`src/rtl/ahb_arbiter_m2s_if.sv`:
```
// Arbitration bundle between the three bus masters and the central AHB arbiter.
// The slave modport is the arbiter's view; the master modport is the requesters' view.
interface ahb_arbiter_m2s_if;
    logic       in_HBUSREQ_CPU;
    logic       in_HBUSREQ_Accelerator;
    logic       in_HBUSREQ_Debug;
    logic       in_HLOCK_CPU;
    logic       in_HLOCK_Accelerator;
    logic       in_HLOCK_Debug;
    logic [1:0] in_HTRANS;
    logic       in_HREADY;
    logic       out_HGRANT_CPU;
    logic       out_HGRANT_Accelerator;
    logic       out_HGRANT_Debug;
    logic [1:0] out_HMASTER;
    logic [1:0] out_HMASTER_data;
    logic       out_HMASTLOCK;

    modport slave (
        input  in_HBUSREQ_CPU, in_HBUSREQ_Accelerator, in_HBUSREQ_Debug,
        input  in_HLOCK_CPU, in_HLOCK_Accelerator, in_HLOCK_Debug,
        input  in_HTRANS, in_HREADY,
        output out_HGRANT_CPU, out_HGRANT_Accelerator, out_HGRANT_Debug,
        output out_HMASTER, out_HMASTER_data, out_HMASTLOCK
    );

    modport master (
        output in_HBUSREQ_CPU, in_HBUSREQ_Accelerator, in_HBUSREQ_Debug,
        output in_HLOCK_CPU, in_HLOCK_Accelerator, in_HLOCK_Debug,
        output in_HTRANS, in_HREADY,
        input  out_HGRANT_CPU, out_HGRANT_Accelerator, out_HGRANT_Debug,
        input  out_HMASTER, out_HMASTER_data, out_HMASTLOCK
    );
endinterface

```
`src/rtl/ahb_arbiter_m2s.sv`:
```
// Three-master AHB arbiter: round-robin with bounded tenure, locked-sequence
// protection and parking on DEFAULT_MASTER. Grants and master indices are registered.
module ahb_arbiter_m2s #(
    parameter int DEFAULT_MASTER = 0,
    parameter int MAX_HOLD       = 16,
    parameter int HOLD_W         = 5
) (
    input logic              in_HCLK,
    input logic              in_HRESETn,
    ahb_arbiter_m2s_if.slave bus
);
    localparam int NUM_M = 3;

    localparam logic [1:0] ST_PARK    = 2'd0;
    localparam logic [1:0] ST_GRANTED = 2'd1;
    localparam logic [1:0] ST_LOCKED  = 2'd2;

    localparam logic [1:0]        DEF_IDX  = 2'(DEFAULT_MASTER);
    localparam logic [HOLD_W-1:0] HOLD_MAX = HOLD_W'(MAX_HOLD);
    localparam logic [1:0]        HT_NSEQ  = 2'b10;

    function automatic logic [NUM_M-1:0] idx2oh(input logic [1:0] i);
        idx2oh = 3'b001 << i;
    endfunction

    function automatic logic [1:0] inc3(input logic [1:0] i);
        inc3 = (i == 2'd2) ? 2'd0 : i + 2'd1;
    endfunction

    logic [1:0]        state, state_nxt;
    logic [NUM_M-1:0]  grant, grant_nxt;
    logic [HOLD_W-1:0] hold_cnt, cnt_nxt;
    logic [1:0]        hmaster, hmaster_data;
    logic              mastlock;

    logic [NUM_M-1:0]  req, lock;
    logic [1:0]        owner, cand1, cand2, win;
    logic              any_req, others_req, expired, xfer, arb_pt;

    assign req  = {bus.in_HBUSREQ_Debug, bus.in_HBUSREQ_Accelerator, bus.in_HBUSREQ_CPU};
    assign lock = {bus.in_HLOCK_Debug,   bus.in_HLOCK_Accelerator,   bus.in_HLOCK_CPU};

    // Current grant doubles as the round-robin pointer.
    always_comb begin
        owner = 2'd0;
        if (grant[1]) owner = 2'd1;
        if (grant[2]) owner = 2'd2;
    end

    assign cand1      = inc3(owner);
    assign cand2      = inc3(cand1);
    assign any_req    = |req;
    assign others_req = req[cand1] | req[cand2];
    // The owner sits last in the search, so an expired owner only wins when alone.
    assign win        = req[cand1] ? cand1 : (req[cand2] ? cand2 : owner);
    assign expired    = (MAX_HOLD != 0) && (hold_cnt == HOLD_MAX);
    assign xfer       = bus.in_HREADY & bus.in_HTRANS[1];
    assign arb_pt     = bus.in_HREADY & (state != ST_LOCKED);

    always_comb begin
        state_nxt = state;
        grant_nxt = grant;
        cnt_nxt   = hold_cnt;
        case (state)
            ST_PARK: begin
                if (arb_pt && any_req) begin
                    state_nxt = ST_GRANTED;
                    grant_nxt = idx2oh(win);
                    cnt_nxt   = '0;
                end
            end
            ST_GRANTED: begin
                if (xfer && (hold_cnt != HOLD_MAX))
                    cnt_nxt = hold_cnt + 1'b1;
                if (arb_pt) begin
                    if (lock[owner] && (bus.in_HTRANS == HT_NSEQ)) begin
                        state_nxt = ST_LOCKED;
                        cnt_nxt   = hold_cnt;
                    end else if (!req[owner] || (expired && others_req)) begin
                        cnt_nxt = '0;
                        if (any_req) begin
                            grant_nxt = idx2oh(win);
                        end else begin
                            state_nxt = ST_PARK;
                            grant_nxt = idx2oh(DEF_IDX);
                        end
                    end
                end
            end
            ST_LOCKED: begin
                if (bus.in_HREADY && !lock[owner]) begin
                    state_nxt = ST_GRANTED;
                    cnt_nxt   = '0;
                end
            end
            default: begin
                state_nxt = ST_PARK;
                grant_nxt = idx2oh(DEF_IDX);
                cnt_nxt   = '0;
            end
        endcase
    end

    always_ff @(posedge in_HCLK) begin
        if (!in_HRESETn) begin
            state        <= ST_PARK;
            grant        <= idx2oh(DEF_IDX);
            hold_cnt     <= '0;
            hmaster      <= DEF_IDX;
            hmaster_data <= DEF_IDX;
            mastlock     <= 1'b0;
        end else begin
            state    <= state_nxt;
            grant    <= grant_nxt;
            hold_cnt <= cnt_nxt;
            // Address/data-phase indices advance only when the bus accepts a phase.
            if (bus.in_HREADY) begin
                hmaster      <= owner;
                hmaster_data <= hmaster;
                mastlock     <= (state == ST_LOCKED) || (state_nxt == ST_LOCKED);
            end
        end
    end

    assign bus.out_HGRANT_CPU         = grant[0];
    assign bus.out_HGRANT_Accelerator = grant[1];
    assign bus.out_HGRANT_Debug       = grant[2];
    assign bus.out_HMASTER            = hmaster;
    assign bus.out_HMASTER_data       = hmaster_data;
    assign bus.out_HMASTLOCK          = mastlock;
endmodule

```
`src/flat_wrapper.sv`:
```
// flat-port wrapper written by rule: the top's interface ports become plain ports
module ahb_arbiter_m2s_flat 
#(
    parameter int DEFAULT_MASTER = 0,
    parameter int MAX_HOLD       = 16,
    parameter int HOLD_W         = 5
)
  (in_HCLK, in_HRESETn, bus_in_HBUSREQ_CPU, bus_in_HBUSREQ_Accelerator, bus_in_HBUSREQ_Debug, bus_in_HLOCK_CPU, bus_in_HLOCK_Accelerator, bus_in_HLOCK_Debug, bus_in_HTRANS, bus_in_HREADY, bus_out_HGRANT_CPU, bus_out_HGRANT_Accelerator, bus_out_HGRANT_Debug, bus_out_HMASTER, bus_out_HMASTER_data, bus_out_HMASTLOCK);
  ahb_arbiter_m2s_if bus_i ();
  input logic in_HCLK;
  input logic in_HRESETn;
  input wire logic [$bits(bus_i.in_HBUSREQ_CPU)-1:0] bus_in_HBUSREQ_CPU;
  input wire logic [$bits(bus_i.in_HBUSREQ_Accelerator)-1:0] bus_in_HBUSREQ_Accelerator;
  input wire logic [$bits(bus_i.in_HBUSREQ_Debug)-1:0] bus_in_HBUSREQ_Debug;
  input wire logic [$bits(bus_i.in_HLOCK_CPU)-1:0] bus_in_HLOCK_CPU;
  input wire logic [$bits(bus_i.in_HLOCK_Accelerator)-1:0] bus_in_HLOCK_Accelerator;
  input wire logic [$bits(bus_i.in_HLOCK_Debug)-1:0] bus_in_HLOCK_Debug;
  input wire logic [$bits(bus_i.in_HTRANS)-1:0] bus_in_HTRANS;
  input wire logic [$bits(bus_i.in_HREADY)-1:0] bus_in_HREADY;
  output wire logic [$bits(bus_i.out_HGRANT_CPU)-1:0] bus_out_HGRANT_CPU;
  output wire logic [$bits(bus_i.out_HGRANT_Accelerator)-1:0] bus_out_HGRANT_Accelerator;
  output wire logic [$bits(bus_i.out_HGRANT_Debug)-1:0] bus_out_HGRANT_Debug;
  output wire logic [$bits(bus_i.out_HMASTER)-1:0] bus_out_HMASTER;
  output wire logic [$bits(bus_i.out_HMASTER_data)-1:0] bus_out_HMASTER_data;
  output wire logic [$bits(bus_i.out_HMASTLOCK)-1:0] bus_out_HMASTLOCK;
  assign bus_i.in_HBUSREQ_CPU = bus_in_HBUSREQ_CPU;
  assign bus_i.in_HBUSREQ_Accelerator = bus_in_HBUSREQ_Accelerator;
  assign bus_i.in_HBUSREQ_Debug = bus_in_HBUSREQ_Debug;
  assign bus_i.in_HLOCK_CPU = bus_in_HLOCK_CPU;
  assign bus_i.in_HLOCK_Accelerator = bus_in_HLOCK_Accelerator;
  assign bus_i.in_HLOCK_Debug = bus_in_HLOCK_Debug;
  assign bus_i.in_HTRANS = bus_in_HTRANS;
  assign bus_i.in_HREADY = bus_in_HREADY;
  assign bus_out_HGRANT_CPU = bus_i.out_HGRANT_CPU;
  assign bus_out_HGRANT_Accelerator = bus_i.out_HGRANT_Accelerator;
  assign bus_out_HGRANT_Debug = bus_i.out_HGRANT_Debug;
  assign bus_out_HMASTER = bus_i.out_HMASTER;
  assign bus_out_HMASTER_data = bus_i.out_HMASTER_data;
  assign bus_out_HMASTLOCK = bus_i.out_HMASTLOCK;
  ahb_arbiter_m2s #(.DEFAULT_MASTER(DEFAULT_MASTER), .MAX_HOLD(MAX_HOLD), .HOLD_W(HOLD_W)) u_core (.in_HCLK(in_HCLK), .in_HRESETn(in_HRESETn), .bus(bus_i));
endmodule
```
`config.mk`:
```
export PLATFORM = sky130hd
export DESIGN_NAME = ahb_arbiter_m2s_flat
export DESIGN_NICKNAME = d
export VERILOG_FILES = /design/src/rtl/ahb_arbiter_m2s_if.sv /design/src/rtl/ahb_arbiter_m2s.sv /design/src/flat_wrapper.sv
export SDC_FILE = /design/constraint.sdc
export NUM_CORES = 1
export LEC_CHECK = 0
export CORE_MARGIN = 1.5
export CORE_UTILIZATION = 54
export DETAILED_ROUTE_END_ITERATION = 8
export PLACE_DENSITY = 0.89
export SETUP_SLACK_MARGIN = 0.05
export SLEW_MARGIN = 20
export SYNTH_ARGS = -nofsm -noshare
export SYNTH_HDL_FRONTEND = slang
export SYNTH_SLANG_ARGS = --single-unit
```
`constraint.sdc`:
```
create_clock -name in_HCLK -period 3.5 [get_ports in_HCLK]
set_input_delay 0.7 -clock in_HCLK [delete_from_list [all_inputs] [get_ports in_HCLK]]
set_output_delay 0.7 -clock in_HCLK [all_outputs]
set_load 0.02 [all_outputs]
```
---- Yosys cells after proc, flatten, opt, wreduce, memory -nomap -nowiden ----
Index checks and enable logic that the tools add are counted.
word-level totals
  flip-flop bits (word level) ............. 15
  latch bits .............................. 0
  bits in writable memories ............... 0
  memory bits (read-only) ................. 0
  input port bits ......................... 11
  output and inout port bits .............. 8
  word-level logic and storage cells ...... 79
  memories ................................ 0
operators by class
  add/sub/neg operators ................... 3
  multipliers ............................. 0
  div/mod/pow operators ................... 0
  order comparisons ....................... 3
  equality and inequality tests ........... 15
  shift operators ......................... 1
  muxes and demuxes ....................... 34
  bitwise operators ....................... 4
  reduce and logical (&&, ||, !) cells .... 13
operators with widths
  cell                                                                           count
  5-bit two-way mux                                                              6
  2-bit two-way mux                                                              11
  3-bit two-way mux                                                              5
  5-bit case mux with 3 select lines                                             1
  2-bit equality test (second input constant)                                    5
  2-bit by 3-bit less-than comparator with 1-bit output (second input constant)  3
  3-bit case mux with 3 select lines                                             1
  1-bit binary-select mux with 2-bit select                                      4
  2-bit by 1-bit != test with 1-bit output (second input constant)               4
  2-bit case mux with 3 select lines                                             1
  5-bit by 1-bit adder with 5-bit output (second input constant)                 1
  5-bit equality test (second input constant)                                    1
  1-bit logical AND                                                              5
  1-bit two-way mux                                                              5
  5-bit != test (second input constant)                                          1
  5-bit AND reduction                                                            1
  2-bit by 1-bit adder with 2-bit output (second input constant)                 2
  2-bit != test (second input constant)                                          2
  3-bit != test (second input constant)                                          1
  3-bit AND reduction                                                            1
  3-bit OR reduction                                                             1
  1-bit by 2-bit << shifter with 3-bit output (first input constant)             1
  1-bit AND                                                                      2
  2-bit by 1-bit equality test with 1-bit output (second input constant)         1
  5 further kinds                                                                7

---- Depth between registers and ports, before layout ----
  depth after elaboration ................. 17
  depth in mapped cells ................... 7

---- Worst setup path after synthesis ----
OpenSTA, ideal clock, no wires.
  kind .................................... input -> register
  start ................................... input bus_in_HBUSREQ_CPU
  end ..................................... register u_core.hold_cnt[1]
  library setup time ...................... 0.126 ns
  data arrival time ....................... 1.775 ns
  data required time ...................... 3.374 ns
  path slack .............................. 1.599 ns
  stages .................................. 5
  path through ............................ or3_4 -> a211o_1 -> o211ai_4 -> mux2i_1 -> nor2_1
on the way
  word-level cells in the longest chain between the ends .. 9
ends and longest elaborated chain
  item                                       RTL line                source
  from (decl)                                flat_wrapper.sv:12      input wire logic [$bits(bus_i.in_HBUSREQ_CPU)-1:0] bus_in_HBUSREQ_CPU;
  1-bit binary-select mux with 2-bit select  ahb_arbiter_m2s.sv:53   assign others_req = req[cand1] | req[cand2];
  1-bit two-way mux (not written as such)    ahb_arbiter_m2s.sv:53
  1-bit OR                                   ahb_arbiter_m2s.sv:53
  1-bit logical AND                          ahb_arbiter_m2s.sv:79   end else if (!req[owner] || (expired && others_req)) begin
  1-bit logical OR                           ahb_arbiter_m2s.sv:79
  5-bit two-way mux                          ahb_arbiter_m2s.sv:79
  5-bit two-way mux                          ahb_arbiter_m2s.sv:76   if (lock[owner] && (bus.in_HTRANS == HT_NSEQ)) begin
  5-bit two-way mux                          ahb_arbiter_m2s.sv:75   if (arb_pt) begin
  5-bit case mux with 3 select lines         ahb_arbiter_m2s.sv:64   case (state)
  to (signal assigned)                       ahb_arbiter_m2s.sv:115  hold_cnt <= cnt_nxt;
  to (decl)                                  ahb_arbiter_m2s.sv:32   logic [HOLD_W-1:0] hold_cnt, cnt_nxt;
Parallel ways exist; a longest one is shown, timed or not. The select of a mux whose other input is x is not followed.
A chain may end at the register's enable or synchronous reset.

---- Worst setup path after layout ----
  start ................................... input bus_in_HREADY
  end ..................................... register u_core.hold_cnt[3]
on the way
  word-level cells in the longest chain between the ends .. 7
ends and longest elaborated chain
  item                                RTL line               source
  from (decl)                         flat_wrapper.sv:19     input wire logic [$bits(bus_i.in_HREADY)-1:0] bus_in_HREADY;
  1-bit AND                           ahb_arbiter_m2s.sv:57  assign xfer = bus.in_HREADY & bus.in_HTRANS[1];
  1-bit logical AND                   ahb_arbiter_m2s.sv:73  if (xfer && (hold_cnt != HOLD_MAX))
  5-bit two-way mux                   ahb_arbiter_m2s.sv:73
  5-bit two-way mux                   ahb_arbiter_m2s.sv:79
  5-bit two-way mux                   ahb_arbiter_m2s.sv:76
  5-bit two-way mux                   ahb_arbiter_m2s.sv:75
  5-bit case mux with 3 select lines  ahb_arbiter_m2s.sv:64
Parallel ways exist; a longest one is shown, timed or not. The select of a mux whose other input is x is not followed.

==> flow_metrics.py <==
metrics = {
    "placement": {
        "io_buffer_count": 18,
        "hpwlAfterDp_mm": 1.59,
        "detailedPlace.worstSlack_ns": 0.805,
        "dpl-instance-area_um2": 1140,
        "place.gp.congestion": 0.857,
    },
    "clock_tree": {
        "cts_max_level": 1,
        "clk_latency_ns": 0.29,
        "cts_tree": "yes",
        "post_cts_buffers": 0,
        "root_buffer": "clkbuf_4",
        "cts.clk_slew.worst_paths_ns": 0.09,
        "clockBufferDepth": 2,
        "ctsHoldBuffers": 0,
        "cts_resized": 0,
        "numCtsBuffers": 3,
        "clock-sinks": 15,
    },
    "routing": {
        "first_iter_violations": 23,
        "via_per_inst": 5.62,
        "drt-pass1-iter-count": 4,
        "drcViolationCount": 0,
        "vias": 849,
        "wl_per_cell_um": 13.7,
        "antenna_left": 0,
        "wl_mm": 2.07,
    },
    "power_and_ir_drop": {
        "internal_power_w": 0.000273,
        "power.switching_w": 0.000122,
        "power_frac_comb_pct": 25.6,
        "ir_drop_v": 0.000235,
        "powerDensity_nw_per_um2": 338,
        "leakagePower_nw": 0.433,
        "sw_frac_of_total_pct": 30.9,
        "p_seq_share_pct": 48.6,
        "clockPowerShare_pct": 25.8,
    },
    "finish": {
        "fin_nets": 140,
        "diodes": 0,
        "final_area_um2": 1170,
        "regArea_um2": 300,
        "drive_above_1_share_pct": 11.9,
        "fillers": 124,
        "syn_to_final_growth_pct": 20.4,
        "multi_input_area_um2": 617,
    },
    "sta": {
        "max_freq_ghz": 0.414,
        "final-setup-viol-count": 0,
        "worst_pin_slew_ns": 0.467,
        "postLayoutSetupSlackWorst_ns": 1.09,
        "fin_worst_skew_ns": 0.00133,
        "rsz0062_at_grt": "false",
        "finalHoldViolCount": 0,
        "drv_slew": 0,
        "relSlewSlack_pct": 68.8,
        "period_share_pct": 69.0,
        "fin_hold_ws_ns": 0.507,
        "tns_ns": 0,
        "min_period_ns": 2.41,
    },
    "yosys": {
        "synth_edf_count": 0,
        "async_flop_share_pct": 0,
        "yosys.area_share.xor_xnor_pct": 2.71,
        "yosys.cell_types.count": 42,
        "synth_cells": 110,
        "synth_warnings": 0,
        "synth_ff_type": "dfxtp_1",
        "syn_area_per_cell_um2": 8.82,
        "synth_top_family_by_area": "simple AND/OR/NAND/NOR gates",
        "synth_compound_area_share_pct": 20.9,
        "ys_seq_area_share_pct": 31.0,
        "synth_fa_ha_area_share_pct": 2.58,
        "ys_ff_latch": 15,
        "muxShareOfSynthArea_pct": 11.1,
        "syn_nets": 123,
        "netlist_area_um2": 970,
        "synthSimpleGateAreaFrac_pct": 26.3,
    },
    "setup_path": {
        "cp_max_fo": 13,
        "required_ns": 3.72,
        "critPathKind": "in2reg",
        "crit_path_end_kind": "flip-flop",
        "start_kind": "input port",
        "arrival_ns": 2.64,
    },
    "worst_hold_path": {
        "hold_class": "reg2reg",
    },
    "global_routing": {
        "antenna_found_initial": 0,
        "grt_pass1_wl_mm": 3.48,
        "grt_pass1_vias": 786,
        "grt_overflow": 0,
        "gr-usage-all-layers_pct": 23.5,
        "grt_max_degree": 14,
    },
    "die": {
        "die-height_um": 45.4,
        "io_pins": 19,
        "core_um2": 1710,
        "die_area_um2": 2060,
        "num_rows": 15,
        "initial_core_util_pct": 56.8,
        "fp.dieW_um": 45.4,
    },
    "job": {
        "drv_cap": 0,
    },
    "outcome": {
        "status": "finished, final reports clean",
    },
}
-- path summary, 6_finish.rpt --
path | from | end | slack [ns] | cells after the start
setup / recovery | bus_in_HREADY | u_core.hold_cnt[3]$_SDFFE_PN0P_ | 1.09 | 6
hold / removal | u_core.hold_cnt[4]$_SDFFE_PN0P_ | u_core.hold_cnt[4]$_SDFFE_PN0P_ | 0.51 | 2
setup reg to reg | u_core.grant[1]$_SDFFE_PN0P_ | u_core.grant[0]$_SDFFE_PN1P_ | 1.57 | 5
hold reg to reg | u_core.hold_cnt[4]$_SDFFE_PN0P_ | u_core.hold_cnt[4]$_SDFFE_PN0P_ | 0.51 | 2
-- critical path, stage by stage --
cell	delay, ns
clkdlybuf4s50_1	0.76
nand2_1	0.13
o21ai_1	0.37
o211ai_4	0.16
or3_1	0.37
a21oi_1	0.15
-- power by group through the flow --
stage	logic (W)	clock network (W)	registers (W)
after floorplan	0.0000707	0	0.000194
after global placement	0.0000980	0	0.000195
after detailed placement	0.000100	0	0.000195
after CTS	0.000101	0.000104	0.000191
after global routing	0.000111	0.000113	0.000193
final	0.000101	0.000102	0.000192
-- synthesized netlist by cell type (2+ instances only) --
master | n | area [µm²]
mux2_2 | 2 | 22.5
a21boi_0 | 2 | 15.0
nand2b_1 | 6 | 37.5
and3b_1 | 2 | 17.5
dfxtp_1 | 15 | 300
or3_1 | 2 | 12.5
xor2_1 | 2 | 17.5
nand2_1 | 9 | 33.8
nor2b_1 | 7 | 43.8
o21ai_0 | 4 | 20.0
buf_2 | 3 | 15.0
ha_1 | 2 | 25.0
nand3_1 | 3 | 15.0
nor2_1 | 7 | 26.3
inv_1 | 3 | 11.3
buf_6 | 2 | 22.5
mux2i_1 | 7 | 70.1
o21ai_1 | 4 | 20.0
a21oi_1 | 5 | 25.0
-- flip-flops by register name, indices dropped and copies added (netlist names) --
register and cells:
u_core.state 2, u_core.bus.out_HMASTER 2, u_core.grant 3, u_core.bus.out_HMASTER_data 2
u_core.hold_cnt 5, u_core.bus.out_HMASTLOCK 1
-- placed cells by master, fill, tap and decap left out, drive strengths merged, types with 2 or more instances in the layout --
master / instances
and3b: 2
o211ai: 2
nor2: 8
nand3: 3
or3: 3
clkdlybuf4s50: 18
nor2b: 7
o21ai: 9
ha: 2
inv: 3
mux2i: 7
mux2: 3
nand2b: 6
dfxtp: 15
xor2: 2
a21boi: 2
a21oi: 5
nand2: 9
clkbuf: 3
-- metrics by stage --
step                      total power (W)  instances  util, %
after CTS                        0.000396        151     68.4
after global routing             0.000417        151     68.4
after floorplan                  0.000264        110        -
after global placement           0.000293        147     66.7
final                            0.000395        151     68.4
after detailed placement         0.000296        147     66.7
-- cells by family after synthesis --
| kind of cell | after synthesis |
|---|---|
| xor+xnor | 3 |
| mux | 10 |
| flops | 15 |
| fa+ha+maj | 2 |
| simple gates | 45 |
| buf+inv | 9 |
| compound gates | 26 |
-- metal layers --
layer  global-route usage [%]  part of all wire (%)
met1                     30.5                    44
met2                     37.1                    49
met3                     7.54                   4.1
met4                     7.06                   2.6
met5                        0                     0
-- final cells by class --
class,count,area share (%)
clock inverter,1,0.429
timing repair buffer,18,15.4
tap,25,2.68
multi-input combinational,86,52.8
sequential,15,25.7
inverter,3,0.965
clock buffer,3,1.93
Note: power is estimated with default switching activity, not from simulation.
